## src/rtl/wb_arb_pkg.sv

```systemverilog
// Shared types and defaults for the two-master Wishbone round-robin arbiter.
package wb_arb_pkg;

  typedef enum logic [1:0] {
    IDLE   = 2'd0,
    GRANT0 = 2'd1,
    GRANT1 = 2'd2,
    ABORT  = 2'd3
  } arb_state_t;

  typedef logic mst_idx_t;

  localparam int DEFAULT_TIMEOUT = 1024;

endpackage

```

## src/rtl/wb_watchdog.sv

```systemverilog
// Transaction watchdog: counts busy cycles and flags expiry one count short of TIMEOUT.
module wb_watchdog #(
  parameter int TIMEOUT = 1024
) (
  input  logic clk,
  input  logic rst,
  input  logic clr,
  input  logic en,
  output logic expire
);

  localparam int CW = (TIMEOUT > 0) ? $clog2(TIMEOUT + 1) : 1;

  generate
    if (TIMEOUT > 0) begin : g_wd
      localparam logic [CW-1:0] LIMIT = CW'(TIMEOUT - 1);
      logic [CW-1:0] cnt;

      // Saturates at LIMIT so a held expiry never wraps back to a quiet count.
      always_ff @(posedge clk or posedge rst) begin
        if (rst) begin
          cnt <= '0;
        end else if (clr) begin
          cnt <= '0;
        end else if (en && (cnt != LIMIT)) begin
          cnt <= cnt + CW'(1);
        end
      end

      assign expire = en && (cnt == LIMIT);
    end else begin : g_no_wd
      logic unused_wd;
      assign unused_wd = clk ^ rst ^ clr ^ en;
      assign expire    = 1'b0;
    end
  endgenerate

endmodule

```

## src/rtl/wb_rr_arbiter.sv

```systemverilog
// Two-master Wishbone arbiter: round-robin grant held for a whole CYC, with a
// watchdog that aborts a hung slave transaction by returning ERR to the owner.
module wb_rr_arbiter
  import wb_arb_pkg::*;
#(
  parameter int AW      = 32,
  parameter int DW      = 32,
  parameter int TIMEOUT = DEFAULT_TIMEOUT
) (
  input  logic            i_clk,
  input  logic            i_reset,
  input  logic            i_m0_cyc,
  input  logic            i_m0_stb,
  input  logic            i_m0_we,
  input  logic [AW-1:0]   i_m0_addr,
  input  logic [DW-1:0]   i_m0_data,
  input  logic [DW/8-1:0] i_m0_sel,
  output logic            o_m0_ack,
  output logic            o_m0_err,
  output logic            o_m0_stall,
  output logic [DW-1:0]   o_m0_data,
  input  logic            i_m1_cyc,
  input  logic            i_m1_stb,
  input  logic            i_m1_we,
  input  logic [AW-1:0]   i_m1_addr,
  input  logic [DW-1:0]   i_m1_data,
  input  logic [DW/8-1:0] i_m1_sel,
  output logic            o_m1_ack,
  output logic            o_m1_err,
  output logic            o_m1_stall,
  output logic [DW-1:0]   o_m1_data,
  output logic            o_s_cyc,
  output logic            o_s_stb,
  output logic            o_s_we,
  output logic [AW-1:0]   o_s_addr,
  output logic [DW-1:0]   o_s_data,
  output logic [DW/8-1:0] o_s_sel,
  input  logic            i_s_ack,
  input  logic            i_s_err,
  input  logic            i_s_stall,
  input  logic [DW-1:0]   i_s_data,
  output logic [1:0]      o_grant,
  output logic            o_timeout
);

  arb_state_t state, state_nxt;
  mst_idx_t   last, last_nxt;
  logic       abort_first, abort_first_nxt;
  logic       grant_entry;
  logic       wd_en;
  logic       wd_expire;
  logic       owner_cyc;
  logic       s_resp;

  assign owner_cyc = last ? i_m1_cyc : i_m0_cyc;
  assign s_resp    = i_s_ack || i_s_err;
  assign wd_en     = (state == GRANT0) || (state == GRANT1);

  wb_watchdog #(
    .TIMEOUT (TIMEOUT)
  ) u_watchdog (
    .clk    (i_clk),
    .rst    (i_reset),
    .clr    (grant_entry || s_resp),
    .en     (wd_en),
    .expire (wd_expire)
  );

  always_ff @(posedge i_clk or posedge i_reset) begin
    if (i_reset) begin
      state       <= IDLE;
      last        <= 1'b1;
      abort_first <= 1'b0;
    end else begin
      state       <= state_nxt;
      last        <= last_nxt;
      abort_first <= abort_first_nxt;
    end
  end

  always_comb begin
    state_nxt       = state;
    last_nxt        = last;
    abort_first_nxt = 1'b0;
    grant_entry     = 1'b0;
    o_s_cyc         = 1'b0;
    o_s_stb         = 1'b0;
    o_s_we          = 1'b0;
    o_s_addr        = '0;
    o_s_data        = '0;
    o_s_sel         = '0;
    o_m0_ack        = 1'b0;
    o_m0_err        = 1'b0;
    o_m0_stall      = 1'b0;
    o_m0_data       = '0;
    o_m1_ack        = 1'b0;
    o_m1_err        = 1'b0;
    o_m1_stall      = 1'b0;
    o_m1_data       = '0;
    o_grant         = 2'b00;
    o_timeout       = 1'b0;

    case (state)
      IDLE: begin
        o_m0_stall = i_m0_cyc;
        o_m1_stall = i_m1_cyc;
        if (i_m0_cyc && i_m1_cyc) begin
          state_nxt = last ? GRANT0 : GRANT1;
        end else if (i_m0_cyc) begin
          state_nxt = GRANT0;
        end else if (i_m1_cyc) begin
          state_nxt = GRANT1;
        end
      end

      GRANT0: begin
        o_grant    = 2'b01;
        o_s_cyc    = i_m0_cyc;
        o_s_stb    = i_m0_stb;
        o_s_we     = i_m0_we;
        o_s_addr   = i_m0_addr;
        o_s_data   = i_m0_data;
        o_s_sel    = i_m0_sel;
        o_m0_ack   = i_s_ack;
        o_m0_err   = i_s_err;
        o_m0_stall = i_s_stall;
        o_m0_data  = i_s_data;
        o_m1_stall = i_m1_cyc;
        // Release takes priority over expiry; a slave response beats the watchdog.
        if (!i_m0_cyc) begin
          state_nxt = i_m1_cyc ? GRANT1 : IDLE;
        end else if (wd_expire && !s_resp) begin
          state_nxt       = ABORT;
          abort_first_nxt = 1'b1;
        end
      end

      GRANT1: begin
        o_grant    = 2'b10;
        o_s_cyc    = i_m1_cyc;
        o_s_stb    = i_m1_stb;
        o_s_we     = i_m1_we;
        o_s_addr   = i_m1_addr;
        o_s_data   = i_m1_data;
        o_s_sel    = i_m1_sel;
        o_m1_ack   = i_s_ack;
        o_m1_err   = i_s_err;
        o_m1_stall = i_s_stall;
        o_m1_data  = i_s_data;
        o_m0_stall = i_m0_cyc;
        if (!i_m1_cyc) begin
          state_nxt = i_m0_cyc ? GRANT0 : IDLE;
        end else if (wd_expire && !s_resp) begin
          state_nxt       = ABORT;
          abort_first_nxt = 1'b1;
        end
      end

      ABORT: begin
        // Owner keeps stalling until it drops CYC; the other master waits.
        o_grant    = last ? 2'b10 : 2'b01;
        o_timeout  = abort_first;
        o_m0_stall = 1'b1;
        o_m1_stall = 1'b1;
        if (last) begin
          o_m1_err = abort_first;
        end else begin
          o_m0_err = abort_first;
        end
        if (!owner_cyc) begin
          state_nxt = IDLE;
        end
      end

      default: begin
        state_nxt = IDLE;
      end
    endcase

    if ((state_nxt == GRANT0) && (state != GRANT0)) begin
      grant_entry = 1'b1;
      last_nxt    = 1'b0;
    end else if ((state_nxt == GRANT1) && (state != GRANT1)) begin
      grant_entry = 1'b1;
      last_nxt    = 1'b1;
    end
  end

endmodule

```

## config.mk

```make
export PLATFORM = sky130hd
export DESIGN_NAME = wb_rr_arbiter
export DESIGN_NICKNAME = d
export VERILOG_FILES = /design/src/rtl/wb_arb_pkg.sv /design/src/rtl/wb_watchdog.sv /design/src/rtl/wb_rr_arbiter.sv
export SDC_FILE = /design/constraint.sdc
export NUM_CORES = 1
export LEC_CHECK = 0
export BUFFER_PORTS_ARGS = -buffer_cell sky130_fd_sc_hd__buf_2
export CAP_MARGIN = 25
export CORE_AREA = 4 4 125 127
export CTS_CLUSTER_DIAMETER = 30
export DETAILED_ROUTE_END_ITERATION = 10
export DIE_AREA = 0 0 129 131
export GPL_TIMING_DRIVEN = 0
export SYNTH_ARGS = -nofsm -noshare
export SYNTH_HDL_FRONTEND = slang
export SYNTH_SLANG_ARGS = --single-unit
```

## constraint.sdc

```tcl
create_clock -name i_clk -period 2.2 [get_ports i_clk]
set_input_delay 0.22 -clock i_clk [delete_from_list [all_inputs] [get_ports i_clk]]
set_output_delay 0.22 -clock i_clk [all_outputs]
set_load 0.01 [all_outputs]
```

# --- After elaboration in Yosys (flattened, before gate mapping) ---
# Cells that the tools add are included.
word_totals:
  out_inout_bits: 144
  inputBits: 179
  wordCells: 70
  regBits: 15
classes:
  muxes: 41
  eq_ne: 9
  n_reduce_logical: 15
  add_sub_neg: 1
op_table:
  columns: ["op", "n"]
  rows:
  - ["one-hot mux 32 bit (2 select lines)", 2]
  - ["2-to-1 mux 32 bit", 2]
  - ["2-to-1 mux 11 bit", 2]
  - ["2-to-1 mux 2 bit", 10]
  - ["2-to-1 mux 1 bit", 14]
  - ["one-hot mux 1 bit (2 select lines)", 6]
  - ["adder 11 x 1 -> 11 bit (second input constant)", 1]
  - ["equality test 11 x 10 -> 1 bit (second input constant)", 1]
  - ["inequality test 11 x 10 -> 1 bit (second input constant)", 1]
  - ["one-hot mux 2 bit (4 select lines)", 1]
  - ["one-hot mux 4 bit (2 select lines)", 1]
  - ["equality test 2 bit (second input constant)", 3]
  - ["logical AND 1 bit", 6]
  - ["one-hot mux 1 bit (3 select lines)", 2]
  - ["one-hot mux 2 bit (3 select lines)", 1]
  - ["equality test 2 x 1 -> 1 bit (second input constant)", 2]
  - ["nonzero test 2 bit", 2]
  - ["OR reduction 2 bit", 2]
  - ["logical OR 1 bit", 3]
  - ["zero test 2 bit", 1]
  - ["inequality test 2 x 1 -> 1 bit (second input constant)", 1]
  - ["inequality test 2 bit (second input constant)", 1]
  - ["zero test 1 bit", 1]

# --- Logic depth before layout (Yosys ltp) ---
# Gate-level depths: netlist of run 1.
depth:
  word_depth: 13
  ltp_mapped: 9
  depth_no_buf: 7

# --- Hierarchy ---
# From an unflattened synthesis of run 1, not the netlist that was laid out.
hier_totals:
  cells_unflattened: 357
  hier_area_um2: 2572.5
modules_own_cells:
  columns: ["module", "seq_area_each_um2", "cells_per_inst", "n_inst", "area_each_um2"]
  rows:
  - ["wb_rr_arbiter", 101.3, 295, 1, 1979.4]
  - ["wb_watchdog", 275.3, 62, 1, 593.1]

# --- Worst setup path before layout of run 1 ---
# OpenSTA, ideal clock, no wires.
synth_timing:
  path_type: "register to register"
  from: "reg state[0]"
  to: "reg u_watchdog.g_wd.cnt[0]"
  synth_period_minus_slack_ps: 2277
  required_time_ps: 2113
  path_stages_with_launch: 10
  path_slack_ps: -77
  n_path_buf: 2
  setup_ps: 87
  arrival_time_ps: 2191
  path_cell_list: "dfrtp_1 -> clkbuf_1 -> inv_1 -> ha_1 -> and4_4 -> nand4_4 -> o211a_2 -> o311a_4 -> buf_6 -> a211oi_2"
synth_via:
  elab_chain_cells: 13
  elab_cells_between_ends: 27
  cone_classes: "eq/ne: 7; mux: 11; reduce/logical: 9"
synth_lines:
  columns: ["item", "line_no", "source"]
  rows:
  - ["start: declaration", "wb_rr_arbiter.sv:46", "arb_state_t state, state_nxt;"]
  - ["start signal: assignment", "wb_rr_arbiter.sv:75", "state <= state_nxt;"]
  - ["equality test 2 x 1 -> 1 bit or equality test 2 bit (tied branches)", "wb_rr_arbiter.sv:57, wb_rr_arbiter.sv:103", null]
  - ["logical OR 1 bit", "wb_rr_arbiter.sv:57", "assign wd_en = (state == GRANT0) || (state == GRANT1);"]
  - ["logical AND 1 bit", "wb_watchdog.sv:30", "assign expire = en && (cnt == LIMIT);"]
  - ["logical AND 1 bit", "wb_rr_arbiter.sv:132, wb_rr_arbiter.sv:153", null]
  - ["2-to-1 mux 2 bit", "wb_rr_arbiter.sv:132, wb_rr_arbiter.sv:153", null]
  - ["2-to-1 mux 2 bit, on equally long branches", "wb_rr_arbiter.sv:151, wb_rr_arbiter.sv:130", null]
  - ["one-hot mux 2 bit (4 select lines)", "wb_rr_arbiter.sv:103", "case (state)"]
  - ["equality test 2 bit", "wb_rr_arbiter.sv:183", "end else if ((state_nxt == GRANT1) && (state != GRANT1)) begin"]
  - ["logical AND 1 bit", "wb_rr_arbiter.sv:183", null]
  - ["2-to-1 mux 1 bit", "wb_rr_arbiter.sv:183", null]
  - ["2-to-1 mux 1 bit", "wb_rr_arbiter.sv:180", "if ((state_nxt == GRANT0) && (state != GRANT0)) begin"]
  - ["logical OR 1 bit", "wb_rr_arbiter.sv:64", ".clr (grant_entry || s_resp),"]
  - ["2-to-1 mux 11 bit or nonzero test 2 bit (tied branches)", null, null]
  - ["end signal: assignment", "wb_watchdog.sv:26", "cnt <= cnt + CW'(1);"]
  - ["end: declaration", "wb_watchdog.sv:17", "logic [CW-1:0] cnt;"]
# Parallel ways exist; a longest one is shown, timed or not.
# A chain may end at the register's enable or synchronous reset.

# --- Worst setup path after layout of run 1 ---
layout_timing:
  from: "reg state[0]"
  to: "reg u_watchdog.g_wd.cnt[6]"
# Same word-level chain as after synthesis.

==> results of run 1 <==
-- stage by stage --
step	instance area [sq um]	hold WS, ps
2_1_floorplan	2740	121
3_3_place_gp	4580	315
3_5_place_dp	4580	325
4_1_cts	4870	54.8
5_1_grt	4930	73.5
6_report	4930	23.1
-- layout by cell type (no fill, tap or decap), drive strengths merged, types with 2 or more instances in the layout --
cell type / count
a22oi: 70
and2: 66
and3: 3
dfrtp: 14
o211a: 2
ha: 6
nor2: 4
o211ai: 2
xnor2: 3
buf: 339
nand2: 16
and4: 3
mux2: 4
nor2b: 72
inv: 7
a31oi: 2
o21ai: 11
clkbuf: 31
a21oi: 4
nand4: 2
nand3: 9
a211oi: 11
-- flip-flops by register name (all words and copies together) (netlist names) --
signal               count
abort_first              1
last                     1
state                    2
u_watchdog.g_wd.cnt     11
-- power by group through the flow --
| stage | sequential [W] | combinational, W | clock, W |
|---|---|---|---|
| after global routing | 0.000378 | 0.00587 | 0.000379 |
| after global placement | 0.000389 | 0.00485 | 0 |
| final | 0.000369 | 0.00536 | 0.000358 |
| after floorplan | 0.000369 | 0.00294 | 0 |
| after detailed placement | 0.000388 | 0.00485 | 0 |
| after CTS | 0.000365 | 0.00532 | 0.000366 |
-- synth_stat cells (2+ instances only) --
library cell | number | area (sq um)
nor2_1 | 4 | 15.0
a211oi_2 | 10 | 125
a22oi_1 | 70 | 526
a31oi_1 | 2 | 12.5
clkbuf_1 | 31 | 116
o21ai_0 | 10 | 50.1
buf_2 | 2 | 10.0
and3_1 | 2 | 12.5
xnor2_1 | 3 | 26.3
nand3_1 | 9 | 45.0
and2_1 | 66 | 413
mux2_2 | 4 | 45.0
nand2_1 | 16 | 60.1
buf_1 | 3 | 11.3
inv_1 | 6 | 22.5
and4_1 | 2 | 17.5
a21oi_1 | 4 | 20.0
nor2b_1 | 72 | 450
dfrtp_1 | 14 | 350
ha_1 | 6 | 75.1
-- kinds of logic (layout without fill, tap and decap cells) --
family | after synthesis | after routing
flip-flops | 15 | 15
multiplexers | 5 | 5
buffers and inverters | 45 | 378
adder cells (fa/ha/maj) | 6 | 6
AO/OA/AOI/OAI | 113 | 113
AND/OR/NAND/NOR | 181 | 181
XOR/XNOR | 4 | 4
-- per-layer routing --
layer  GRT usage [%]  vias up  part of all wire, %
li1                -     1985                    -
met1            22.0     1896                   40
met2            27.5      196                   49
met3            4.92       10                   10
met4            1.48        0                 0.90
met5               0        -                    0
-- worst reg2reg max path: stages, from the launching register on --
cell and delay, ps:
dfrtp_1 370, buf_8 120, inv_2 60, ha_4 270, and4_4 230, nand4_4 120
o211a_4 200, o311a_4 330, buf_12 160, a211oi_2 180
-- final cells by class --
cell class / count / area, sq um / share of cell area (%)
clock inverters: 1 / 5.00 / 0.102
flip-flops and latches: 15 / 378 / 7.67
repair buffers: 330 / 1670 / 34.0
plain buffers: 37 / 308 / 6.25
multi-input cells: 309 / 2230 / 45.3
clock buffers: 3 / 75.1 / 1.52
inverters: 7 / 26.3 / 0.533
well taps: 184 / 230 / 4.67
-- how the worst max path moves through the flow --
stage	slack (ps)	cells past startpoint	start	end
after floorplan	10	9	state[0]$_DFF_PP0_	u_watchdog.g_wd.cnt[0]$_DFFE_PP0P_
after global placement	-1010	8	state[1]$_DFF_PP0_	o_s_addr[24]
after detailed placement	-1080	8	state[1]$_DFF_PP0_	o_s_addr[24]
after CTS	9	9	state[0]$_DFF_PP0_	u_watchdog.g_wd.cnt[6]$_DFFE_PP0P_
after global routing	-20	9	state[0]$_DFF_PP0_	u_watchdog.g_wd.cnt[4]$_DFFE_PP0P_
final	80	9	state[0]$_DFF_PP0_	u_watchdog.g_wd.cnt[6]$_DFFE_PP0P_
-- what timing repair did --
item,4_1_cts,5_1_grt
setup endpoints to repair,154,84
cloned,1,0
gates resized for setup,63,22
buffers inserted,4,3
hold buffers,0,0
pin swaps,1,3
==> impl_results.md, run 1 <==
- GP Congestion: 0.849
- Row cnt: 44
- Slew headroom: approximately three fifths
- Sinks on Clock Net: 15
- Clk pwr share: under 10%
- DR WL/cell: 18.3 um
- Initial Util: between 10% and 20%
- CP endpoint kind: register
- Buffers plus inverters on the worst setup path: 3
- Static Leak: 2.65 nW
- Adder-Cell Fraction of Synth Area: 2.75%
- Post-synthesis xor/xnor area fraction: 1.28%
- Fin util: 34.2%
- Class of the most critical setup path: register to register
- Post-DRT Antenna Nets: 0
- CP Launch Type: register
- Min Clock Period, post-route: about 2100 ps
- # DRC: 0
- Cell Pwr Density: approximately 1200 nW/um^2
- Worst Skew: ~4.6 ps
- #FFs+latches synth: 15
- Max-cap violations: 0
- Via count: 4087
- Worst-path clk slew: roughly 50 ps
- Maximum vdd drop: 0.000627 V
- Area grow syn2layout: 80.2%
- Initial antenna violation count: 0
- Final nets: 888
- Hold Path Class: input pin to async pin
- Ys flop type: dfrtp_1
- Worst-Skew Late Latency: about 250 ps
- Tightest Pin Transition: 577 ps
- Ys async rst share: 100%
- Boundary Pins: 323
- R2r worst-path depth: 9
- Comb power frac: between 80 and 90%
- Core Region: 14400 sq um
- Die H: 131 um
- Post-synthesis sequential area ratio: around 14%
- Buffer levels on the longest clock path: 2
- RR Startpoint: state[0]$_DFF_PP0_
- Vias in the first global route: 3665
- Final period util: 96.2%
- CTS tree: yes
- DP Cell Count: 875
- Synth Net Count: 554
- Max Slew Vio Count: 0
- Drt pass-1 iters: 4
- Largest net degree at the start of global routing: 16
- Total Power: 0.00609 W
- RSZ-0062 raised after global routing: yes
- Post-detail-place hpwl: 13600 um
- Fillers: 1599
- DRT iter0 DRCs: 162
- Avg Inst Size Synth: about 7.4 sq um
- Synth cell types: 53
- Inserted Clock Buffers: 3
- Final setup vio count: 0
- Slack of the worst reg-to-reg path: about 83 ps
- Worst path required time: 2360 ps
- Crit path cell chain: buf_8, inv_2, ha_4, and4_4, nand4_4, o211a_4, o311a_4, buf_12, a211oi_2
- CTS H-tree lvls: 1
- Vias per std cell: between 4 and 5
- Sequential Power Share: about 6.1%
- GRT overflow: 0
- Crit path max fanout: 10
- Mux share of post-synthesis cell area: 2.01%
- Root Buffer: clkbuf_16
- Fmax: 472 MHz
- DIE WIDTH: 129 um
- Status: completed
- Setup TNS: 0 ps
- Final hold vios: 0
- Die area: 16900 sq um
- N_diodes: 0
- EDFF count, synth: 0
- Post-Syn Instances: approximately 370
- Worst path max stage delay: 370 ps
- Syn. warnings: 0
- Synthesized cell area: 2730 sq um
- Switching portion of total power: between 50 and 60%
- Crit path setup slack, layout: 83.4 ps
- Int Power: 0.00297 W
- Layout Cells excl Fill: 886
- CP top delay family: compound AO/OA/AOI/OAI gates
- R2r endpoint: u_watchdog.g_wd.cnt[6]$_DFFE_PP0P_
- Synth Area in Simple Gates: about two fifths
- WP data arrival: 2280 ps
- First-pass GRT wire length: 21500 um
- Slowest CP cell: dfrtp_1
- Port buffer count: 322
- GR Util All Layers: 16.5%
- Share of layout cells above drive strength 1: 57.4%
- Synth Area in Compound Gates: roughly a third
- DP Worst Slack: -1080 ps
- Largest family of logic cells by synthesized area: simple AND/OR/NAND/NOR gates
- WL final: 16200 um
- NetSw: 0.00312 W
(Power assumes the default switching activity.)
==> inputs of run 2 (changes only) <==
ABC_AREA = 1   (was not set)
CORE_AREA = 4 4 123 125   (was 4 4 125 127)
DIE_AREA = 0 0 127 129   (was 0 0 129 131)
==> impl_results.md, run 2 <==
- RSZ-0062 raised after global routing: yes
- CTS tree: yes
- GR Util All Layers: 16.7% (+0.19 points)
- Int Power: 0.00215 W (-28%)
- Avg Inst Size Synth: 4.99 sq um (-33%)
- Switching portion of total power: 58.3% (+7.0 points)
- Drt pass-1 iters: 5 (+1)
- Post-Syn Instances: 530 (+44%)
- Largest net degree at the start of global routing: 16 (unchanged)
- Initial Util: 19.1% (+0.11 points)
- Max Slew Vio Count: 0 (unchanged)
- Synthesized cell area: 2650 sq um (-3.2%)
- WP data arrival: 1900 ps (-380 ps)
- Total Power: 0.00514 W (-16%)
- Mux share of post-synthesis cell area: 0% (-2.0 points)
- Cell Pwr Density: 1090 nW/um^2 (-11%)
- Synth Area in Compound Gates: 17.3% (-15 points)
- Slew headroom: 57.9% (-3.5 points)
- Count leader, synth: nand2_1
- Crit path max fanout: 10 (unchanged)
- Row cnt: 43 (-2.3%)
- Root Buffer: clkbuf_16
- Met1 Use GR: 20.5% (-1.5 points)
- Most Used Layer, Global Route: met2
- NetSw: 0.00300 W (-4.0%)
- Status: completed
- Tightest Pin Transition: 630 ps (+53.0 ps)
- Sequential Power Share: 7.0% (+0.9 points)
- Worst path required time: 1980 ps (-380 ps)
- Worst-Skew Late Latency: 250 ps (about the same)
- # DRC: 0 (unchanged)
- Vias in the first global route: 4070 (+11%)
- Share of layout cells above drive strength 1: 45.6% (-12 points)
- Largest regs: u_watchdog.g_wd.cnt x11, state x2
- WL final: 15200 um (-6.1%)
- Final hold vios: 0 (unchanged)
- Largest Register: u_watchdog.g_wd.cnt
- Area grow syn2layout: 77.6%
- GP Congestion: 0.937 (+10%)
- Synth Area in Simple Gates: 45.5% (+4.8 points)
- GRT overflow: 0 (unchanged)
- Synth Net Count: 715 (+29%)
- First-pass GRT wire length: 21900 um (+1.8%)
- Ys flop type: dfrtp_1
- Most common cell after layout, fill and taps aside: buf_2
- GR Util met3: 2.66% (-2.3 points)
- Clk pwr share: 7.0% (+1.1 points)
- Initial antenna violation count: 1 (+1)
- Final period util: 96.5% (+0.33 points)
- Class of the most critical setup path: register to primary output
- Post-synthesis xor/xnor area fraction: 1.99% (+0.70 points)
- Max reg flops: 11 (unchanged)
- Sinks on Clock Net: 15 (unchanged)
- Ys async rst share: 100% (unchanged)
- Buffer levels on the longest clock path: 2 (unchanged)
- Layout Cells excl Fill: 1037 (+17%)
- Max-cap violations: 0 (unchanged)
- Die H: 129 um (-1.5%)
- Final nets: 1043 (+17%)
- Via count: 4407 (+7.8%)
- EDFF count, synth: 0 (unchanged)
- Hold Path Class: input pin to async pin
- Post-DRT Antenna Nets: 0 (unchanged)
- Worst-path clk slew: 50 ps (about the same)
- Most frequent cells in the layout: buf_2, nand2_1, inv_1, a21oi_1, nor2_2
- Worst Skew: 1.81 ps (-2.80 ps)
- Post-detail-place hpwl: 13000 um (-4.6%)
- DIE WIDTH: 127 um (-1.6%)
- Core Region: 13900 sq um (-3.8%)
- Cell taking the most area after synthesis: nand2_1
- Boundary Pins: 323 (unchanged)
- Final setup vio count: 0 (unchanged)
- CTS H-tree lvls: 1 (unchanged)
- Syn. warnings: 0 (unchanged)
- Inserted Clock Buffers: 3 (unchanged)
- Synth top area cells: nand2_1, a21oi_1, dfrtp_1, inv_1, clkbuf_1
- N_diodes: 0 (unchanged)
- Adder-Cell Fraction of Synth Area: 2.84% (+0.091 points)
- Post-synth top cells: nand2_1, inv_1, a21oi_1
- DR WL/cell: 14.7 um (-20%)
- Min Clock Period, post-route: 2120 ps (+7.23 ps)
- Comb power frac: 86.0% (-2.1 points)
- Synth top area share: 33.8% (+15 points)
- DP Cell Count: 1032 (+18%)
- Slowest CP cell: dfrtp_2
- DRT iter0 DRCs: 152 (-6.2%)
- Port buffer count: 322 (unchanged)
- Vias per std cell: 4.25 (-7.9%)
- Post-synthesis sequential area ratio: 14.2% (+0.46 points)
- Crit path cell chain: inv_2, ha_4, clkbuf_8, clkbuf_2, nand2_1, a21oi_1, buf_2
- #FFs+latches synth: 15 (unchanged)
- Worst path max stage delay: 420 ps (+50 ps)
- Die area: 16400 sq um (-3.1%)
- CP Launch Type: register
- CP endpoint kind: primary output
- Maximum vdd drop: 0.000387 V (-38%)
- Worst hold margin: 46.7 ps (+23.6 ps)
- Fmax: 471 MHz (-0.34%)
- Largest family of logic cells by synthesized area: simple AND/OR/NAND/NOR gates
- Static Leak: 3.13 nW (+18%)
- Met2 Track Usage GR: 30.2% (+2.6 points)
- Synth cell types: 29 (-45%)
[run 2: metrics by stage]
step                TNS [ps]  cell area, sq um  utilization (%)  setup WS [ps]
floorplan                  0              2650                -            139
global placement      -50820              4480             32.3           -674
detailed placement    -51360              4480             32.3           -716
CTS                        0              4670             33.6           55.9
global route            -135              4700             33.9          -30.6
finish                     0              4700             33.9           76.1
[run 2: area by class of cell]
class / instances / area, sq um
Fill cell: 1619 / 9180
Multi-Input combinational cell: 390 / 1830
Timing Repair Buffer: 325 / 1630
Sequential cell: 15 / 379
Inverter: 92 / 353
Tap cell: 180 / 225
Buffer: 31 / 203
Clock buffer: 4 / 78.8
[run 2: repair_timing]
action                     4_1_cts  5_1_grt
gates resized for setup         43       11
hold buffers                     0        0
setup buffers                    2        1
setup endpoints to repair      149       57
pin swaps                        0        0
[run 2: path summary, 6_finish.rpt]
path	slack [ps]	end	startpoint	cells past startpoint
max	80	o_s_addr[10]	state[0]$_DFF_PP0_	7
max reg2reg	210	u_watchdog.g_wd.cnt[3]$_DFFE_PP0P_	state[1]$_DFF_PP0_	14
min reg2reg	470	last$_DFFE_PP1P_	last$_DFFE_PP1P_	2
min	50	u_watchdog.g_wd.cnt[0]$_DFFE_PP0P_	i_reset	2
min in group i_clk	370	abort_first$_DFF_PP0_	i_m0_cyc	3
max in group asynchronous	1710	state[1]$_DFF_PP0_	i_reset	2
[run 2: power by group through the flow]
stage	registers [W]	clock network, W	logic [W]
CTS	0.000362	0.000371	0.00441
finish	0.000359	0.000358	0.00443
global placement	0.000359	0	0.00417
floorplan	0.000351	0	0.00239
global route	0.000364	0.000377	0.00492
detailed placement	0.000361	0	0.00418
[run 2: critical path, delay by kind of cell, from the launching register on]
kind	cells	cell delay (ps)
buf+inv	4	730
flops	1	420
fa+ha+maj	1	240
compound gates	1	180
simple gates	1	70
[run 2: layer usage]
metal	up-vias	routed length, um
met5	-	13
met2	223	7760
li1	2241	-
met1	1923	5850
met3	18	1210
met4	2	367
[run 2: logic make-up after synthesis]
group | after synthesis
simple gates | 288
buf+inv | 125
compound gates | 90
flops | 15
xor+xnor | 6
fa+ha+maj | 6
